### config.mk
export PLATFORM = sky130hd
export DESIGN_NAME = fft_radix2_iter
export DESIGN_NICKNAME = d
export VERILOG_FILES = /design/src/rtl/fft_pkg.sv /design/src/rtl/fft_bfly_sat.sv /design/src/rtl/fft_radix2_iter.sv
export SDC_FILE = /design/constraint.sdc
export NUM_CORES = 2
export LEC_CHECK = 0
export ABC_AREA = 0
export CAP_MARGIN = 20
export CORE_MARGIN = 3
export CORE_UTILIZATION = 55
export DETAILED_ROUTE_END_ITERATION = 8
export HOLD_SLACK_MARGIN = 0.06
export PLACE_DENSITY = 0.67
export REMOVE_ABC_BUFFERS = 1
export SLEW_MARGIN = 5
export SYNTH_ARGS = -nofsm -noshare
export SYNTH_HDL_FRONTEND = slang
export SYNTH_HIERARCHICAL = 1
export SYNTH_SLANG_ARGS = --single-unit
### constraint.sdc
create_clock -name clk -period 25.3 [get_ports clk]
set_clock_uncertainty 0.15 [all_clocks]
set_input_delay 2.53 -clock clk [delete_from_list [all_inputs] [get_ports clk]]
set_output_delay 2.53 -clock clk [all_outputs]
set_load 0.05 [all_outputs]
### src/rtl/fft_pkg.sv
// Shared FFT definitions: FSM states, log2 helper, bit reversal and twiddle ROM generation.
package fft_pkg;

   typedef enum logic [1:0] {LOAD, COMPUTE, UNLOAD} fft_state_e;

   localparam int TW_MAX_N = 256;
   localparam int TW_IW    = $clog2(TW_MAX_N / 2);

   typedef logic [TW_MAX_N/2-1:0][1:0][31:0] tw_rom_t;

   function automatic int log2n(input int n);
      return $clog2(n);
   endfunction

   function automatic int bit_rev(input int v, input int bits);
      int r;
      r = 0;
      for (int i = 0; i < bits; i++) r = (r << 1) | ((v >> i) & 1);
      return r;
   endfunction

   function automatic int rnd_int(input real x);
      return (x >= 0.0) ? $rtoi(x + 0.5) : -$rtoi(0.5 - x);
   endfunction

   // Entry i = {sin, cos} of 2*pi*i/n in Q2.(tw_width-2), round to nearest.
   function automatic tw_rom_t tw_rom(input int n, input int tw_width);
      tw_rom_t rom;
      real     ang;
      real     sc;
      rom = '0;
      sc  = 2.0 ** (tw_width - 2);
      for (int i = 0; i < n / 2; i++) begin
         ang       = 2.0 * 3.14159265358979323846 * i / n;
         rom[i][0] = 32'(rnd_int($cos(ang) * sc));
         rom[i][1] = 32'(rnd_int($sin(ang) * sc));
      end
      return rom;
   endfunction

endpackage

### src/rtl/fft_bfly_sat.sv
// Radix-2 DIT butterfly Y0 = A + W*B, Y1 = A - W*B: rounded product, optional /2, saturation.
// Purely combinational; sat is high when any of the four outputs was clipped.
module fft_bfly_sat #(
   parameter int DATA_WIDTH = 16,
   parameter int TW_WIDTH   = 16,
   parameter int SCALE      = 0
) (
   input  logic signed [DATA_WIDTH-1:0] a_re,
   input  logic signed [DATA_WIDTH-1:0] a_im,
   input  logic signed [DATA_WIDTH-1:0] b_re,
   input  logic signed [DATA_WIDTH-1:0] b_im,
   input  logic signed [TW_WIDTH-1:0]   w_re,
   input  logic signed [TW_WIDTH-1:0]   w_im,
   output logic signed [DATA_WIDTH-1:0] y0_re,
   output logic signed [DATA_WIDTH-1:0] y0_im,
   output logic signed [DATA_WIDTH-1:0] y1_re,
   output logic signed [DATA_WIDTH-1:0] y1_im,
   output logic                         sat
);
   localparam int PW = DATA_WIDTH + TW_WIDTH + 1;
   localparam int SW = DATA_WIDTH + 2;
   localparam logic signed [PW-1:0]         RND  = PW'(2 ** (TW_WIDTH - 3));
   localparam logic signed [SW-1:0]         SMAX = SW'(2 ** (DATA_WIDTH - 1) - 1);
   localparam logic signed [SW-1:0]         SMIN = SW'(-(2 ** (DATA_WIDTH - 1)));
   localparam logic signed [DATA_WIDTH-1:0] DMAX = {1'b0, {(DATA_WIDTH-1){1'b1}}};
   localparam logic signed [DATA_WIDTH-1:0] DMIN = {1'b1, {(DATA_WIDTH-1){1'b0}}};

   logic signed [PW-1:0]         p_re, p_im, pr_re, pr_im;
   logic signed [SW-1:0]         wb_re, wb_im;
   logic signed [SW-1:0]         s_v [4];
   logic signed [DATA_WIDTH-1:0] o_v [4];

   always_comb begin
      p_re  = PW'(b_re) * PW'(w_re) - PW'(b_im) * PW'(w_im);
      p_im  = PW'(b_re) * PW'(w_im) + PW'(b_im) * PW'(w_re);
      pr_re = (p_re + RND) >>> (TW_WIDTH - 2);
      pr_im = (p_im + RND) >>> (TW_WIDTH - 2);
      // |W| <= 1 keeps the rounded product inside the sum width
      wb_re = SW'(pr_re);
      wb_im = SW'(pr_im);
      s_v[0] = SW'(a_re) + wb_re;
      s_v[1] = SW'(a_im) + wb_im;
      s_v[2] = SW'(a_re) - wb_re;
      s_v[3] = SW'(a_im) - wb_im;
      sat = 1'b0;
      for (int i = 0; i < 4; i++) begin
         if (SCALE != 0) s_v[i] = (s_v[i] + SW'(1)) >>> 1;
         if (s_v[i] > SMAX) begin
            o_v[i] = DMAX;
            sat    = 1'b1;
         end else if (s_v[i] < SMIN) begin
            o_v[i] = DMIN;
            sat    = 1'b1;
         end else begin
            o_v[i] = DATA_WIDTH'(s_v[i]);
         end
      end
      y0_re = o_v[0];
      y0_im = o_v[1];
      y1_re = o_v[2];
      y1_im = o_v[3];
   end

endmodule

### src/rtl/fft_radix2_iter.sv
// Iterative in-place radix-2 DIT FFT: bit-reversed LOAD, one butterfly per cycle, valid/ready UNLOAD.
// First bin (N/2)*log2N+1 cycles after the last input; FFT_RADIX2_ITER_INVERSE_EN adds port inverse.
module fft_radix2_iter
   import fft_pkg::*;
#(
   parameter int DATA_WIDTH = 16,
   parameter int N          = 8,
   parameter int TW_WIDTH   = 16,
   parameter int SCALE      = 0
) (
   input  logic                         clk,
   input  logic                         rst,
`ifdef FFT_RADIX2_ITER_INVERSE_EN
   input  logic                         inverse,
`endif
   input  logic                         in_valid,
   output logic                         in_ready,
   input  logic signed [DATA_WIDTH-1:0] in_real,
   input  logic signed [DATA_WIDTH-1:0] in_imag,
   output logic                         out_valid,
   input  logic                         out_ready,
   output logic signed [DATA_WIDTH-1:0] out_real,
   output logic signed [DATA_WIDTH-1:0] out_imag,
   output logic                         out_last,
   output logic                         busy,
   output logic                         ovf
);
   localparam int      AW = log2n(N);
   localparam int      KW = AW - 1;
   localparam tw_rom_t TW = tw_rom(N, TW_WIDTH);

   fft_state_e state_q, state_d;
   logic [AW-1:0] ld_cnt_q, ld_cnt_d, unl_cnt_q, unl_cnt_d, stage_q, stage_d;
   logic [KW-1:0] k_q, k_d;
   logic          out_vld_q, out_vld_d, ovf_q, ovf_d;
   logic signed [DATA_WIDTH-1:0] re_q [N];
   logic signed [DATA_WIDTH-1:0] re_d [N];
   logic signed [DATA_WIDTH-1:0] im_q [N];
   logic signed [DATA_WIDTH-1:0] im_d [N];

   logic [AW-1:0]                kx, half, top_a, bot_a, tw_full;
   logic [TW_IW-1:0]             tw_i;
   logic signed [TW_WIDTH-1:0]   w_re, w_im, w_sin;
   logic signed [DATA_WIDTH-1:0] y0_re, y0_im, y1_re, y1_im;
   logic                         bf_sat;
`ifdef FFT_RADIX2_ITER_INVERSE_EN
   logic                         inv_q, inv_d;
`endif

   always_comb begin
      kx      = {1'b0, k_q};
      half    = AW'(1) << stage_q;
      top_a   = ((kx >> stage_q) << (stage_q + AW'(1))) | (kx & (half - AW'(1)));
      bot_a   = top_a | half;
      tw_full = (kx & (half - AW'(1))) << (AW'(AW - 1) - stage_q);
      tw_i    = TW_IW'(tw_full);
      w_re    = TW[tw_i][0][TW_WIDTH-1:0];
      w_sin   = TW[tw_i][1][TW_WIDTH-1:0];
`ifdef FFT_RADIX2_ITER_INVERSE_EN
      w_im    = inv_q ? w_sin : -w_sin;
`else
      w_im    = -w_sin;
`endif
   end

   fft_bfly_sat #(
      .DATA_WIDTH (DATA_WIDTH),
      .TW_WIDTH   (TW_WIDTH),
      .SCALE      (SCALE)
   ) u_bfly (
      .a_re  (re_q[top_a]),
      .a_im  (im_q[top_a]),
      .b_re  (re_q[bot_a]),
      .b_im  (im_q[bot_a]),
      .w_re  (w_re),
      .w_im  (w_im),
      .y0_re (y0_re),
      .y0_im (y0_im),
      .y1_re (y1_re),
      .y1_im (y1_im),
      .sat   (bf_sat)
   );

   always_comb begin
      state_d   = state_q;
      ld_cnt_d  = ld_cnt_q;
      unl_cnt_d = unl_cnt_q;
      stage_d   = stage_q;
      k_d       = k_q;
      out_vld_d = 1'b0;
      ovf_d     = ovf_q;
      re_d      = re_q;
      im_d      = im_q;
`ifdef FFT_RADIX2_ITER_INVERSE_EN
      inv_d     = inv_q;
`endif
      case (state_q)
         LOAD: begin
            if (in_valid) begin
               re_d[AW'(bit_rev(int'(ld_cnt_q), AW))] = in_real;
               im_d[AW'(bit_rev(int'(ld_cnt_q), AW))] = in_imag;
               if (ld_cnt_q == '0) begin
                  ovf_d = 1'b0;
`ifdef FFT_RADIX2_ITER_INVERSE_EN
                  inv_d = inverse;
`endif
               end
               if (ld_cnt_q == AW'(N - 1)) begin
                  ld_cnt_d = '0;
                  state_d  = COMPUTE;
               end else begin
                  ld_cnt_d = ld_cnt_q + AW'(1);
               end
            end
         end
         COMPUTE: begin
            re_d[top_a] = y0_re;
            im_d[top_a] = y0_im;
            re_d[bot_a] = y1_re;
            im_d[bot_a] = y1_im;
            if (bf_sat) ovf_d = 1'b1;
            if (k_q == '1) begin
               k_d = '0;
               if (stage_q == AW'(AW - 1)) begin
                  stage_d = '0;
                  state_d = UNLOAD;
               end else begin
                  stage_d = stage_q + AW'(1);
               end
            end else begin
               k_d = k_q + KW'(1);
            end
         end
         UNLOAD: begin
            // out_valid rises one cycle after entry so bin 0 comes from a settled array
            out_vld_d = 1'b1;
            if (out_vld_q && out_ready) begin
               if (unl_cnt_q == AW'(N - 1)) begin
                  unl_cnt_d = '0;
                  out_vld_d = 1'b0;
                  state_d   = LOAD;
               end else begin
                  unl_cnt_d = unl_cnt_q + AW'(1);
               end
            end
         end
         default: state_d = LOAD;
      endcase
   end

   always_ff @(posedge clk) begin
      if (rst) begin
         state_q   <= LOAD;
         ld_cnt_q  <= '0;
         unl_cnt_q <= '0;
         stage_q   <= '0;
         k_q       <= '0;
         out_vld_q <= 1'b0;
         ovf_q     <= 1'b0;
      end else begin
         state_q   <= state_d;
         ld_cnt_q  <= ld_cnt_d;
         unl_cnt_q <= unl_cnt_d;
         stage_q   <= stage_d;
         k_q       <= k_d;
         out_vld_q <= out_vld_d;
         ovf_q     <= ovf_d;
      end
   end

   always_ff @(posedge clk) begin
      re_q <= re_d;
      im_q <= im_d;
`ifdef FFT_RADIX2_ITER_INVERSE_EN
      inv_q <= inv_d;
`endif
   end

   assign in_ready  = (state_q == LOAD);
   assign busy      = (state_q != LOAD);
   assign out_valid = out_vld_q;
   assign out_last  = out_vld_q && (unl_cnt_q == AW'(N - 1));
   assign out_real  = re_q[unl_cnt_q];
   assign out_imag  = im_q[unl_cnt_q];
   assign ovf       = ovf_q;

endmodule
Yosys cells after proc, flatten, opt, wreduce, memory -nomap -nowiden
Memories as Yosys holds them, arrays and structs flattened.
Cells that the tools add are included.
W data, S select, Z words.
{"block": "word_totals", "input_bits": 36, "mem_count": 1, "latch_bits": 0, "word_cells": 171, "ramBits": 0, "rom_bits": 512, "register_bits": 271, "out_inout_bits": 37}
{"block": "op_classes", "n_mul": 4, "n_shift": 4, "bitwise": 10, "n_lt_le_gt_ge": 16, "reduce_logical": 16, "addsub": 15, "n_mux": 68, "n_div": 0, "n_eq_ne": 14}
{"name": "(name not given)", "depth": 8, "width": 64, "rd": 1, "rd_ports_with_merged_regs": 0, "write_ports": 0, "line_no": "fft_radix2_iter.sv:58", "text": "w_sin = TW[tw_i][1][TW_WIDTH-1:0];"}
{"cell": "$bwmux W128", "count": 6}
{"cell": "$pmux W128 S2", "count": 2}
{"cell": "$mux W16", "count": 23}
{"cell": "$bmux W16 S3", "count": 6}
{"cell": "$mux W128", "count": 2}
{"cell": "$demux W16 S3", "count": 3}
{"cell": "$mul A16 B16 Y32", "count": 4}
{"cell": "$gt A18 B16 Y1 const B", "count": 4}
{"cell": "$lt A18 B16 Y1 const B", "count": 4}
{"cell": "$add A32 B15 Y32 const B", "count": 2}
{"cell": "$mux W48", "count": 1}
{"cell": "$add A16 B18 Y18", "count": 2}
{"cell": "$sub A16 B18 Y18", "count": 2}
{"cell": "$add A32 B32 Y32", "count": 1}
{"cell": "$sub A32 B32 Y32", "count": 1}
{"cell": "$neg A16 Y16", "count": 1}
{"cell": "$mux W2", "count": 7}
{"cell": "$mux W1", "count": 13}
{"cell": "$ge A4 B4 Y1 const B", "count": 3}
{"cell": "$ne A2 B2 Y1 const B", "count": 6}
{"cell": "$not A3 Y4", "count": 3}
{"cell": "$add A3 B1 Y3 const B", "count": 3}
{"cell": "$mux W3", "count": 3}
{"cell": "$lt A3 B8 Y1 const B", "count": 1}
{"cell": "30 further kinds", "count": 44}

Longest topological paths before layout
{"block": "depth", "word_depth": 24, "ltp_mapped": 56}

Modules after synthesis
The synthesis kept the hierarchy.
{"module": "fft_bfly_sat", "seq_area_each_um2": 0.0, "n_inst": 1, "cells_per_inst": 4717, "area_each_um2": 43008.7}
{"module": "fft_radix2_iter", "seq_area_each_um2": 7987.7, "n_inst": 1, "cells_per_inst": 1809, "area_each_um2": 19406.1}

Worst setup path after synthesis
OpenSTA, ideal clock, no wires.
{"block": "synth_timing", "path_kind": "reg-to-reg", "from": "reg stage_q[0]", "to": "reg re_q[37] in the netlist's numbering, data pin", "setup_slack_ns": 11.997, "path_stages_with_launch": 50, "synth_period_minus_slack_ns": 13.303, "t_required_ns": 24.872, "setup_time_ns": 0.278, "n_path_buf": 4, "t_arrival_ns": 12.875, "path_cell_list": "dfxtp_1 -> clkbuf_1 -> inv_1 -> ha_1 -> nand2b_1 -> clkbuf_1 -> nand2_1 -> or3_1 -> inv_1 -> ha_1 -> nor2b_1 -> clkbuf_1 -> nand2_1 -> fa_1 -> inv_1 -> fa_1 -> inv_1 -> fa_1 -> (+14 left out) -> o21bai_1 -> a21oi_1 -> nor2b_1 -> or2_2 -> xor2_1 -> ha_1 -> nor3b_1 -> or4_1 -> o31ai_1 -> o211ai_1 -> and3_1 -> or3_1 -> and2_4 -> nand2_1 -> buf_2 -> o21ai_0 -> nand2_1 -> o221ai_1"}
{"element": "from (decl)", "line_no": "fft_radix2_iter.sv:33", "text": "logic [AW-1:0] ld_cnt_q, ld_cnt_d, unl_cnt_q, unl_cnt_d, stage_q, stage_d;"}
{"element": "from (signal assigned)", "line_no": "fft_radix2_iter.sv:164", "text": "stage_q <= stage_d;"}
{"element": "to (signal assigned)", "line_no": "fft_radix2_iter.sv:172", "text": "re_q <= re_d;"}
{"element": "to (decl)", "line_no": "fft_radix2_iter.sv:36", "text": "logic signed [DATA_WIDTH-1:0] re_q [N];"}

==> summary.md <==
| Metric | Value |
|---|---|
| Worst reg-to-reg path cell count | 42 |
| Post-route ant nets | 1 |
| Worst Path Arrival | 16.54 ns |
| Worst vdd ir | 0.384 mV |
| Sequential fraction of the synthesis area | 12.8% |
| GRT Residual Overflow | 0 |
| Flop2flop setup slack | 9.00 ns |
| Worst slew margin | 12.7% |
| FF-to-FF End | re_q[94] |
| Root buffer cell | clkbuf_16 |
| Hold_sp | ld_cnt_q[1] |
| Post_cts resized | 0 |
| CP peak stage delay | 1.06 ns |
| Hold EP | ld_cnt_q[1] |
| Fillers | 9,696 |
| Area growth, synth to finish | 4.60% |
| Vias in the first global route | 50.2k |
| Tcrit/Tclk final | 64.4% |
| Via density | 6.08 |
| R2R Path Start | stage_q[0] |
| Yosys cell types | 112 |
| Final setup viols | 0 |
| HP Class | reg2reg |
| Port bufs | 72 |
| CTS Buf Count | 30 |
| Global-route wire length before repair | 299,000 um |
| Chip width | 343 um |
| Post-CTS Setup Bufs | 0 |
| WHS Path Cells | 2 |
| Initial Util | 55.9% |
| DP Area | 64,300 sq um |
| Worst-skew pair later-pin latency | 0.59 ns |
| Ys flop type | edfxtp_1 |
| Post-route cell area | 65,300 sq um |
| Slew Viols, Final | 0 |
| Via count | 47.7k |
| CP bufs+invs | 7 |
| Slew @ Worst Pin | 1.31 ns |
| First-pass iteration count of the detailed router | 7 |
| Total routed wirelength | 193,000 um |
| Fin nets | 7,903 |
| Die outline height | 343 um |
| Maxcap violations | 0 |
| Clk sinks | 271 |
| # rows | 122 |
| Largest net degree at the start of global routing | 161 |
| FMAX | 61.4 MHz |
| Initial antenna violation count | 7 |
| RSZ-0062 raised after global routing | no |
| Post-DP HPWL | 138,000 um |
| Layout cell share with drive strength beyond 1 | 6.08% |
| Ys Warns | 6 |
| GRT Overall Usage | 33.5% |
| Pwr dens | 99.9 nW/um^2 |
| Cell count after synthesis | 6,526 |
| Sequential cell area | 8000 sq um |
| CTS tree | done |
| Post-synth EDFFs | 256 |
| Wire per inst | 24.6 um |
| Most frequent CP cell | fa_1 |
| Failing checks | antenna rules |
| Post-synth ARST share | 0% |
| Area taken by multi-input logic gates | 48,000 sq um |
| Setup Crit Path Kind | reg2reg |
| Post-route setup TNS | 0 ns |
| Drt drc | 0 |
| RD Place Congestion | 0.962 |
| CP startpoint kind | flop |
| Final Hold Viols | 0 |
| Clock transition at path regs | 0.07 ns |
| LEAKAGE | 0.0292 uW |
| Full die area | 118,000 sq um |
| Avg Inst Size Synth | 9.56 sq um |
| Crit. Startpoint | stage_q[0] |
| CP delay by family, top | compound AO/OA/AOI/OAI gates |
| Worst Path Max Fanout | 49 |
| WP data required | 25.55 ns |
| CP max-delay cell | o31ai_1 |
| Period minus WS final | 16.30 ns |
| DR iter-0 viols | 4,971 |
| Htree depth | 1 |
| Cts hold-fix bufs | 0 |
| Cell Area, Synth | 62,400 sq um |
| Maximum buffer depth of the clock tree | 3 |
| Nature of the critical path endpoint | flop |
| Area of the core | 112,000 sq um |
| #FFs+latches synth | 271 |
| IO Pins | 73 |
| Status | finished, violations left |
[worst register-to-register path: cells and delay by family, from the launching register on]
kind                       cells  cell delay [ns]
adders and majority gates     11             4.96
DFF                            1             0.69
and+or+nand+nor                9             3.33
xor gates and xnor gates       1             0.15
AOI/OAI and AO/OA             14             5.28
buffers and inverters          7             1.54
[Yosys cell counts, types with 8 or more instances]
| library cell | count | area share, % |
|---|---|---|
| inv_1 | 1308 | 7.9 |
| fa_1 | 1153 | 37 |
| nand2_1 | 862 | 5.2 |
| and2_1 | 544 | 5.5 |
| ha_1 | 387 | 7.8 |
| clkbuf_1 | 339 | 2.0 |
| edfxtp_1 | 256 | 12 |
| o221ai_1 | 231 | 3.2 |
| mux2i_1 | 149 | 2.4 |
| nor2_1 | 130 | 0.78 |
| o21ai_0 | 120 | 0.96 |
| xnor2_1 | 111 | 1.6 |
| a21oi_1 | 107 | 0.86 |
| mux2_2 | 77 | 1.4 |
| mux4_2 | 77 | 2.8 |
| nand2b_1 | 52 | 0.52 |
| buf_2 | 39 | 0.31 |
| nand3_1 | 38 | 0.30 |
| a221oi_1 | 36 | 0.51 |
| xor2_1 | 32 | 0.45 |
| nor3_1 | 29 | 0.23 |
| o21a_1 | 25 | 0.30 |
| o211ai_1 | 24 | 0.29 |
| buf_1 | 20 | 0.12 |
| nor2b_1 | 19 | 0.19 |
| and3_1 | 17 | 0.17 |
| o21bai_1 | 17 | 0.20 |
| a21o_1 | 16 | 0.19 |
| o21ai_1 | 16 | 0.13 |
| or3_1 | 16 | 0.16 |
| a32oi_1 | 15 | 0.21 |
| buf_4 | 15 | 0.18 |
| dfxtp_1 | 15 | 0.48 |
| nand4_1 | 14 | 0.14 |
| o2bb2ai_1 | 12 | 0.17 |
| a31oi_1 | 11 | 0.11 |
| a22oi_1 | 10 | 0.12 |
| or4_1 | 10 | 0.12 |
| buf_6 | 9 | 0.16 |
| or2_2 | 9 | 0.090 |
| a211oi_1 | 8 | 0.096 |
| o22ai_1 | 8 | 0.080 |
| o31ai_1 | 8 | 0.096 |
[sequential cells by signal (all words and copies together) (netlist names)]
signal and cells:
stage_q 3, ovf 1, state_q 2, im_q 128
unl_cnt_q 3, out_valid 1, re_q 128, k_q 2
ld_cnt_q 3
[metrics by stage]
| step | total power [uW] | cells | worst slack, ns | hold slack [ns] | util, % |
|---|---|---|---|---|---|
| 2_1_floorplan | 3900 | 6120 | 4.27 | 0.309 | - |
| 3_3_place_gp | 5770 | 7779 | 9.44 | 0.348 | 57.6 |
| 3_5_place_dp | 5760 | 7781 | 9.43 | 0.361 | 57.6 |
| 4_1_cts | 6250 | 7835 | 9.36 | 0.369 | 58.5 |
| 5_1_grt | 6820 | 7837 | 8.45 | 0.385 | 58.5 |
| 6_report | 6520 | 7845 | 9.00 | 0.371 | 58.5 |
[per-layer routing]
layer,vias to the layer above,share of wire [%],track usage (%),routed length [um]
met3,639,11,8.61,21300
li1,20300,-,-,-
met2,2592,46,53.8,89200
met5,-,0.013,0,25
met4,4,5.4,14.6,10500
met1,24100,37,43.1,71900
[layout by cell type, fill, tap and decap left out, types with 114 or more instances in the layout]
| master | count |
|---|---|
| ha_1 | 387 |
| and2_1 | 544 |
| mux2i_1 | 149 |
| nand2_1 | 860 |
| o21ai_0 | 114 |
| fa_1 | 1153 |
| edfxtp_1 | 256 |
| o221ai_1 | 231 |
| inv_1 | 1307 |
| nor2_1 | 127 |
[cell type report]
| class | instances | area share [%] |
|---|---|---|
| clock inverters | 19 | 0.301 |
| repair buffers | 175 | 2.35 |
| diodes | 8 | 0.0307 |
| multi-input cells | 4539 | 73.5 |
| inverters | 1310 | 7.54 |
| well taps | 1488 | 2.85 |
| flip-flops and latches | 271 | 12.2 |
| clock buffers | 35 | 1.21 |
[power breakdown]
part / switching [uW] / internal [uW] / total, uW
registers: 6.83 / 497 / 503
clock network: 194 / 262 / 457
logic: 3730 / 1830 / 5560
total: 3930 / 2590 / 6520
[worst max path at each step]
| stage | to | cells past startpoint |
|---|---|---|
| final | re_q[94] | 42 |
| after global routing | re_q[32] | 42 |
| after CTS | re_q[112] | 42 |
| after detailed placement | re_q[112] | 42 |
| after global placement | re_q[126] | 42 |
| after floorplan | im_q[48] | 44 |
[logic make-up (layout without fill, tap and decap cells)]
logic type | after synthesis | count (layout) | share of synthesized area [%]
AO/OA/AOI/OAI | 747 | 747 | 8.96
XOR/XNOR | 146 | 146 | 2.12
adder cells (fa/ha/maj) | 1540 | 1540 | 44.7
buffers and inverters | 1740 | 1539 | 10.9
flip-flops | 271 | 271 | 12.8
multiplexers | 304 | 304 | 6.60
other | 1 | 33 | 0.00601
AND/OR/NAND/NOR | 1777 | 1777 | 13.9
Note: power is estimated with default switching activity, not from simulation.
